## src/rtl/uart_rx_data40.sv

```systemverilog
// 8N1 UART receiver assembling five bytes (LSB byte first) into a 40-bit word,
// with framing check and inter-byte timeout that discards partial packets.
module uart_rx_data40 #(
  parameter int unsigned CLK_FREQ     = 50_000_000,
  parameter int unsigned TIMEOUT_BITS = 20
) (
  input  logic        Clk,
  input  logic        Reset_n,
  input  logic        uart_rx,
  input  logic [2:0]  baud_set,
  output logic [39:0] Data40,
  output logic        Rx_Done,
  output logic        Frame_Err,
  output logic        Timeout_Err
);

  localparam logic [31:0] P9600   = CLK_FREQ / 32'd9600;
  localparam logic [31:0] P19200  = CLK_FREQ / 32'd19200;
  localparam logic [31:0] P38400  = CLK_FREQ / 32'd38400;
  localparam logic [31:0] P57600  = CLK_FREQ / 32'd57600;
  localparam logic [31:0] P115200 = CLK_FREQ / 32'd115200;
  localparam logic [31:0] TO_LAST = TIMEOUT_BITS - 32'd1;

  typedef enum logic [2:0] {
    S_IDLE,
    S_START,
    S_DATA,
    S_STOP,
    S_WAIT_HIGH
  } state_t;

  state_t      state, nstate;
  logic        rx_meta, rx_sync, rx_prev;
  logic        fall;
  logic [31:0] baud_sel, bit_per, cnt;
  logic [2:0]  bit_idx, idx;
  logic [7:0]  shift;
  logic [39:0] hold;
  logic [31:0] idle_sub, idle_bits;
  logic        tick, load_half, load_full, sample_bit, byte_ok, stop_bad;
  logic        to_run, sub_wrap;

  always_ff @(posedge Clk or negedge Reset_n) begin
    if (!Reset_n) begin
      rx_meta <= 1'b1;
      rx_sync <= 1'b1;
      rx_prev <= 1'b1;
    end else begin
      rx_meta <= uart_rx;
      rx_sync <= rx_meta;
      rx_prev <= rx_sync;
    end
  end

  assign fall = rx_prev & ~rx_sync;
  assign tick = (cnt == '0);

  always_comb begin
    case (baud_set)
      3'd0:    baud_sel = P9600;
      3'd1:    baud_sel = P19200;
      3'd2:    baud_sel = P38400;
      3'd3:    baud_sel = P57600;
      default: baud_sel = P115200;
    endcase
  end

  always_ff @(posedge Clk or negedge Reset_n) begin
    if (!Reset_n) state <= S_IDLE;
    else          state <= nstate;
  end

  always_comb begin
    nstate     = state;
    load_half  = 1'b0;
    load_full  = 1'b0;
    sample_bit = 1'b0;
    byte_ok    = 1'b0;
    stop_bad   = 1'b0;
    case (state)
      S_IDLE: begin
        if (fall) begin
          nstate    = S_START;
          load_half = 1'b1;
        end
      end
      S_START: begin
        if (tick) begin
          if (!rx_sync) begin
            nstate    = S_DATA;
            load_full = 1'b1;
          end else begin
            nstate = S_IDLE;
          end
        end
      end
      S_DATA: begin
        if (tick) begin
          sample_bit = 1'b1;
          load_full  = 1'b1;
          if (bit_idx == 3'd7) nstate = S_STOP;
        end
      end
      S_STOP: begin
        if (tick) begin
          if (rx_sync) begin
            byte_ok = 1'b1;
            nstate  = S_IDLE;
          end else begin
            stop_bad = 1'b1;
            nstate   = S_WAIT_HIGH;
          end
        end
      end
      S_WAIT_HIGH: begin
        if (rx_sync) nstate = S_IDLE;
      end
      default: nstate = S_IDLE;
    endcase
  end

  // A falling edge suppresses the idle counter, so it beats a same-cycle timeout.
  assign to_run   = (state == S_IDLE) && (idx != '0) && !fall;
  assign sub_wrap = (idle_sub == bit_per - 32'd1);

  always_ff @(posedge Clk or negedge Reset_n) begin
    if (!Reset_n) begin
      Data40      <= '0;
      Rx_Done     <= 1'b0;
      Frame_Err   <= 1'b0;
      Timeout_Err <= 1'b0;
      bit_per     <= '0;
      cnt         <= '0;
      bit_idx     <= '0;
      shift       <= '0;
      idx         <= '0;
      hold        <= '0;
      idle_sub    <= '0;
      idle_bits   <= '0;
    end else begin
      Rx_Done     <= 1'b0;
      Frame_Err   <= 1'b0;
      Timeout_Err <= 1'b0;

      if (state == S_IDLE) bit_per <= baud_sel;

      if (load_half)      cnt <= (baud_sel >> 1) - 32'd1;
      else if (load_full) cnt <= bit_per - 32'd1;
      else if (!tick)     cnt <= cnt - 32'd1;

      if (load_half) bit_idx <= '0;
      if (sample_bit) begin
        shift   <= {rx_sync, shift[7:1]};
        bit_idx <= bit_idx + 3'd1;
      end

      if (byte_ok) begin
        if (idx == 3'd4) begin
          Data40  <= {shift, hold[31:0]};
          Rx_Done <= 1'b1;
          idx     <= '0;
          hold    <= '0;
        end else begin
          case (idx)
            3'd0:    hold[7:0]   <= shift;
            3'd1:    hold[15:8]  <= shift;
            3'd2:    hold[23:16] <= shift;
            default: hold[31:24] <= shift;
          endcase
          idx <= idx + 3'd1;
        end
      end

      if (stop_bad) begin
        Frame_Err <= 1'b1;
        idx       <= '0;
        hold      <= '0;
      end

      if (!to_run) begin
        idle_sub  <= '0;
        idle_bits <= '0;
      end else if (sub_wrap) begin
        idle_sub <= '0;
        if (idle_bits == TO_LAST) begin
          Timeout_Err <= 1'b1;
          idx         <= '0;
          hold        <= '0;
          idle_bits   <= '0;
        end else begin
          idle_bits <= idle_bits + 32'd1;
        end
      end else begin
        idle_sub <= idle_sub + 32'd1;
      end
    end
  end

endmodule

```

## config.mk

```make
export PLATFORM = sky130hd
export DESIGN_NAME = uart_rx_data40
export DESIGN_NICKNAME = d
export VERILOG_FILES = /design/src/rtl/uart_rx_data40.sv
export SDC_FILE = /design/constraint.sdc
export NUM_CORES = 1
export LEC_CHECK = 0
export ABC_AREA = 1
export BUFFER_PORTS_ARGS = -buffer_cell sky130_fd_sc_hd__buf_2
export CORE_MARGIN = 1.5
export CORE_UTILIZATION = 45
export CTS_CLUSTER_DIAMETER = 30
export DETAILED_ROUTE_END_ITERATION = 8
export GPL_TIMING_DRIVEN = 1
export SLEW_MARGIN = 20
export SYNTH_ARGS = -nofsm -noshare
export SYNTH_HDL_FRONTEND = slang
export SYNTH_SLANG_ARGS = --single-unit
```

## constraint.sdc

```tcl
create_clock -name Clk -period 5.7 [get_ports Clk]
set_input_delay 0.57 -clock Clk [delete_from_list [all_inputs] [get_ports Clk]]
set_output_delay 0.57 -clock Clk [all_outputs]
set_load 0.02 [all_outputs]
```

======== Yosys cells after proc, flatten, opt, wreduce, memory -nomap -nowiden ========
Cells that the tools add are included.
word-level totals
  output and inout bits ................... 43
  flip-flop bits (word level) ............. 231
  bits of input ports ..................... 6
  word-level logic and storage cells ...... 112
cells by class
  add/subtract/negate cells ............... 7
  multiplexer cells ....................... 54
  bitwise logic cells ..................... 2
  reductions and logical operators ........ 12
  equality and inequality tests ........... 21
operators by type and width
  operator                                              number
  2-to-1 mux 32 bit                                     9
  2-to-1 mux 40 bit                                     5
  adder 32 x 1 -> 32 bit, second input constant         2
  subtractor 32 x 1 -> 32 bit, second input constant    2
  case mux 13 bit (4 select lines)                      1
  2-to-1 mux 3 bit                                      15
  2-to-1 mux 8 bit                                      5
  equality test 32 bit                                  1
  equality test 32 x 5 -> 1 bit, second input constant  1
  zero test 32 bit                                      1
  subtractor 31 x 1 -> 32 bit, second input constant    1
  2-to-1 mux 1 bit                                      16
  equality test 3 x 2 -> 1 bit, second input constant   5
  case mux 3 bit (5 select lines)                       1
  != test 2 bit, second input constant                  6
  equality test 3 x 1 -> 1 bit, second input constant   3
  equality test 3 bit, second input constant            3
  zero test 3 bit                                       3
  adder 3 x 1 -> 3 bit, second input constant           2
  AND reduction 6 bit                                   1
  != test 3 x 1 -> 1 bit, second input constant         1
  nonzero test 3 bit                                    1
  OR reduction 3 bit                                    1
  logical AND 1 bit                                     2
  8 further kinds                                       8

======== Longest topological paths before layout ========
  word-level depth ........................ 9
  gate-level depth with buffers ........... 21
  depth with buffers taken out ............ 20

======== Worst setup path before layout ========
OpenSTA, ideal clock, no wires.
  path type ............................... flip-flop to flip-flop
  start point ............................. register bit_per[3]
  end point ............................... register idle_sub[20]
  path slack .............................. 3.180 ns
  library setup time ...................... 0.120 ns
  cell stages (with the launch flop) ...... 19
  period minus slack after synthesis ...... 2.520 ns
  arrival time ............................ 2.400 ns
  data required time ...................... 5.580 ns
  path through ............................ dfrtp_1 -> nor2_2 -> nand3_1 -> nor2_1 -> nand2_1 -> nor2_1 -> ha_1 -> a21oi_1 -> nand3_1 -> nor2_1 -> nand2_1 -> nor2_1 -> nand2_1 -> nor2_2 -> nand3_4 -> nand2_2 -> buf_6 -> buf_6 -> nor2_1
between the ends
  cells in the longest elaborated chain, start to end .. 4
ends and longest elaborated chain
  item                         RTL line  source
  start, declared              35        logic [31:0] baud_sel, bit_per, cnt;
  start signal, assigned       145       if (state == S_IDLE) bit_per <= baud_sel;
  subtractor 32 x 1 -> 32 bit  124       assign sub_wrap = (idle_sub == bit_per - 32'd1);
  equality test 32 bit         124
  2-to-1 mux 32 bit            183       end else if (sub_wrap) begin
  2-to-1 mux 32 bit            180       if (!to_run) begin
  end signal, assigned         194       idle_sub <= idle_sub + 32'd1;
  end, declared                39        logic [31:0] idle_sub, idle_bits;
Every way passes these cells.
A chain may end at the register's enable or synchronous reset.

======== Worst setup path after layout ========
  start point ............................. register state[2]
  end point ............................... register hold[16]
between the ends
  cells in the longest elaborated chain, start to end .. 7
ends and longest elaborated chain
  item                          RTL line  source
  start, declared               32        state_t state, nstate;
  start signal, assigned        70        else state <= nstate;
  equality test 3 x 2 -> 1 bit  80        case (state)
  2-to-1 mux 1 bit              80
  2-to-1 mux 40 bit             157       if (byte_ok) begin
  2-to-1 mux 40 bit             174       if (stop_bad) begin
  2-to-1 mux 40 bit             185       if (idle_bits == TO_LAST) begin
  2-to-1 mux 40 bit             183
  2-to-1 mux 40 bit *           180
  end signal, assigned          167       3'd2: hold[23:16] <= shift;
  end, declared                 38        logic [39:0] hold;
Every way passes the cells marked *; elsewhere a longest branch is shown, timed or not.

==> impl_metrics.py <==
metrics = {
    "yosys": {
        "yosys_warnings": 0,
        "ys_top_cells_by_count": "495 x nand2_1, 232 x nor2_1, 200 x dfrtp_1",
        "synth_compound_area_share_pct": 5.80,
        "muxShareOfSynthArea_pct": 0,
        "synth_top_family_by_area": "simple AND/OR/NAND/NOR gates",
        "synth_area_leaders": "dfrtp_1 44%, nand2_1 16%, nor2_1 7.6%",
        "ys_types": 44,
        "post-synth-top-area-cell": "dfrtp_1",
        "synth-edff-count": 0,
        "synth.top_cell.area_share_pct": 43.6,
        "synth_xor_xnor_area_share_pct": 5.64,
        "yosys.cell_count.top_type": "nand2_1",
        "synth_simple_gate_area_share_pct": 35.2,
        "synth_adder_area_share_pct": 1.42,
        "netlist_area_sq_um": 11500,
        "ys_dominant_reg_cell": "dfrtp_1",
        "syn_inst": 1590,
        "syn_nets": 1609,
        "seq_area_frac_synth_pct": 44.3,
        "synth_seq_cells": 203,
        "async_reset_ff_share_pct": 100,
        "syn_area_per_cell_sq_um": 7.22,
    },
    "die": {
        "coreArea_sq_um": 25100,
        "dieArea_sq_um": 26500,
        "die_w_um": 163,
        "io_pins": 49,
        "initial_core_util_pct": 45.7,
        "fp.dieH_um": 163,
        "rows": 58,
    },
    "power_and_ir_drop": {
        "power.leakage_nw": 6.71,
        "p_per_area_nw_per_um2": 397,
        "total_power_w": 0.00545,
        "ir_drop_v": 0.000257,
    },
    "global_route": {
        "grt_pass1_wl_um": 50800,
        "antenna_found_initial": 0,
        "grt_pass1_vias": 10064,
        "grt_max_degree": 90,
        "track_usage_pct": 23.8,
        "globalRouteOverflowTotal": 0,
    },
    "worst_setup_path": {
        "worst_path_largest_cell_delay_ns": 0.66,
        "crit_path_cell_trace": "nor2_1, inv_1, nor2_1, nand2_1, nor2_2, buf_4, clkinv_1, nor3_1, nand4_2, nand2_2, nor2_1",
        "reg2reg_slack_ns": 1.89,
        "worstSetupPathType": "flop to flop",
        "crit_start": "state[2]$_DFFE_PN0P_",
        "critPathCaptureType": "flop",
        "cpMaxStageDelayCell": "clkinv_1",
        "reg2reg_to": "hold[16]$_DFF_PN0_",
        "crit_family": "simple AND/OR/NAND/NOR gates",
        "r2r-start": "state[2]$_DFFE_PN0P_",
        "startpoint_type": "flop",
        "arrival_ns": 4.23,
        "path_buf_inv": 3,
        "crit_end": "hold[16]$_DFF_PN0_",
        "worst-path-stages": 11,
        "cpMostUsedCell": "nor2_1",
        "reg2reg_depth": 11,
        "cp.required_ns": 6.12,
        "worstPathMaxFanout": 38,
    },
    "sta": {
        "relSlewSlack_pct": 43.4,
        "hold_violations": 0,
        "fin_worst_skew_ns": 0.0277,
        "final.min_clock_period_ns": 3.81,
        "rsz0062_at_grt": "false",
        "worst_pin_slew_ns": 0.849,
        "drv_slew": 0,
        "fmax_ghz": 0.262,
        "tns_ns": 0,
        "final.period_utilization_pct": 66.9,
        "finalSetupViolCount": 0,
    },
    "clock_tree": {
        "htree_levels": 2,
        "cts_setup_buffers": 0,
        "cts_resized": 0,
        "clock_path_buffers": 3,
        "cts_tree": "yes",
        "numCtsBuffers": 50,
        "clk_transition_reported_paths_ns": 0.05,
        "clockRootBuffer": "clkbuf_16",
        "insertion_delay_ns": 0.56,
        "clock-sinks": 203,
        "cts_hold_buf": 0,
    },
    "final_layout": {
        "diodes": 0,
        "fin_nets": 1675,
        "finalNonFillerCells": 2025,
        "drive_above_1_share_pct": 9.91,
        "syn_to_final_growth_pct": 19.6,
        "fin_area_sq_um": 13700,
    },
    "route": {
        "ant_nets": 0,
        "wl_um": 30100,
        "drc": 0,
        "first_pass_iters": 5,
        "dr_total_vias": 10248,
        "vias_per_cell": 5.06,
        "wl_per_cell_um": 14.9,
        "drt-initial-drc-count": 619,
    },
    "status": {
        "outcome": "finished, final reports clean",
    },
    "place": {
        "dpl.cell_count": 1934,
        "placed_area_sq_um": 12000,
        "routabilityCongestion": 0.902,
        "hpwl_um": 20900,
        "portBuffers": 48,
    },
    "min_path": {
        "worstHoldPathType": "input pin to async pin",
    },
    "flow_run": {
        "maxCapViolCount": 0,
    },
}
## where the power goes
group / internal, W / total, W / leakage, nW / switching [W]
Combinational: 0.000290 / 0.000918 / 3.09 / 0.000628
Clock: 0.00192 / 0.00287 / 0.846 / 0.000950
Sequential: 0.00156 / 0.00167 / 2.77 / 0.000111
Total: 0.00377 / 0.00545 / 6.71 / 0.00169
## metal layers
metal	routed length [um]	share of wire (%)	GRT usage, %	vias to the layer above
met5	0	0	0	-
met4	832	2.8	8.76	0
met3	1560	5.2	3.95	63
met2	13600	45	37.8	256
met1	14100	47	32.8	4740
li1	-	-	-	5189
## layout make-up
cell class | count | area [sq um]
well taps | 330 | 413
fillers | 2467 | 11400
inverters | 182 | 683
clock buffers | 57 | 1330
flip-flops and latches | 203 | 5080
repair buffers | 53 | 287
multi-input cells | 1166 | 5530
clock inverters | 34 | 407
## stage by stage
stage / hold WS, ns / setup WS (ns) / util, %
global route: 0.112 / 1.42 / 54.7
floorplan: 0.274 / 3.18 / -
detailed placement: 0.352 / 1.74 / 47.8
finish: 0.0861 / 1.89 / 54.7
global placement: 0.346 / 1.90 / 47.8
CTS: 0.104 / 1.70 / 54.7
## worst min-delay path by stage
stage                                  from                      to  slack [ns]  depth (start not counted)
after global routing                uart_rx       rx_meta$_DFF_PN1_        0.11                          1
after global placement    rx_meta$_DFF_PN1_       rx_sync$_DFF_PN1_        0.35                          0
final                               Reset_n     cnt[18]$_DFFE_PN0P_        0.09                          1
after detailed placement  rx_meta$_DFF_PN1_       rx_sync$_DFF_PN1_        0.35                          0
after floorplan                     Reset_n   Data40[0]$_DFFE_PN0P_        0.27                          0
after CTS                           Reset_n  bit_per[1]$_DFFE_PN0P_        0.10                          1
## worst register-to-register path: stages, from the launching register on
cell      delay, ns
dfrtp_1        0.40
nor2_1         0.11
inv_1          0.06
nor2_1         0.56
nand2_1        0.20
nor2_2         0.14
buf_4          0.37
clkinv_1       0.67
nor3_1         0.42
nand4_2        0.20
nand2_2        0.45
nor2_1         0.10
## flip-flops by register name, indices dropped and copies added, names as in the netlist
signal	count
idx	3
hold	32
rx_prev	1
Data40	40
shift	8
rx_sync	1
state	3
bit_per	12
bit_idx	3
Timeout_Err	1
cnt	32
idle_bits	32
idle_sub	32
Frame_Err	1
Rx_Done	1
rx_meta	1
## layout by cell type, fill, tap and decap left out, types with 3 or more instances in the layout
cell	instances
nand4_1	40
xor2_1	54
o211ai_1	4
a21oi_1	47
xnor2_1	20
clkinv_2	10
inv_2	4
buf_4	5
clkinv_1	5
clkinv_4	4
buf_2	47
nor2_2	6
dfstp_2	3
clkbuf_8	6
clkbuf_16	50
o21bai_1	4
clkinvlp_4	5
inv_6	6
nor4_1	9
o21a_1	8
nand3b_1	6
nand2_1	495
nor2_4	3
dfrtp_1	200
bufinv_16	5
nor3_1	56
nand3_1	101
o21ai_0	48
nor2_1	231
ha_1	13
inv_1	173
## cells by family (layout without fill, tap and decap cells)
| kind of cell | after synthesis | count (layout) |
|---|---|---|
| compound gates | 120 | 120 |
| buf+inv | 221 | 326 |
| xor+xnor | 74 | 74 |
| flops | 203 | 203 |
| other cells | 1 | 1 |
| simple gates | 958 | 958 |
| fa+ha+maj | 13 | 13 |
Power figures use the tool's default switching activity.
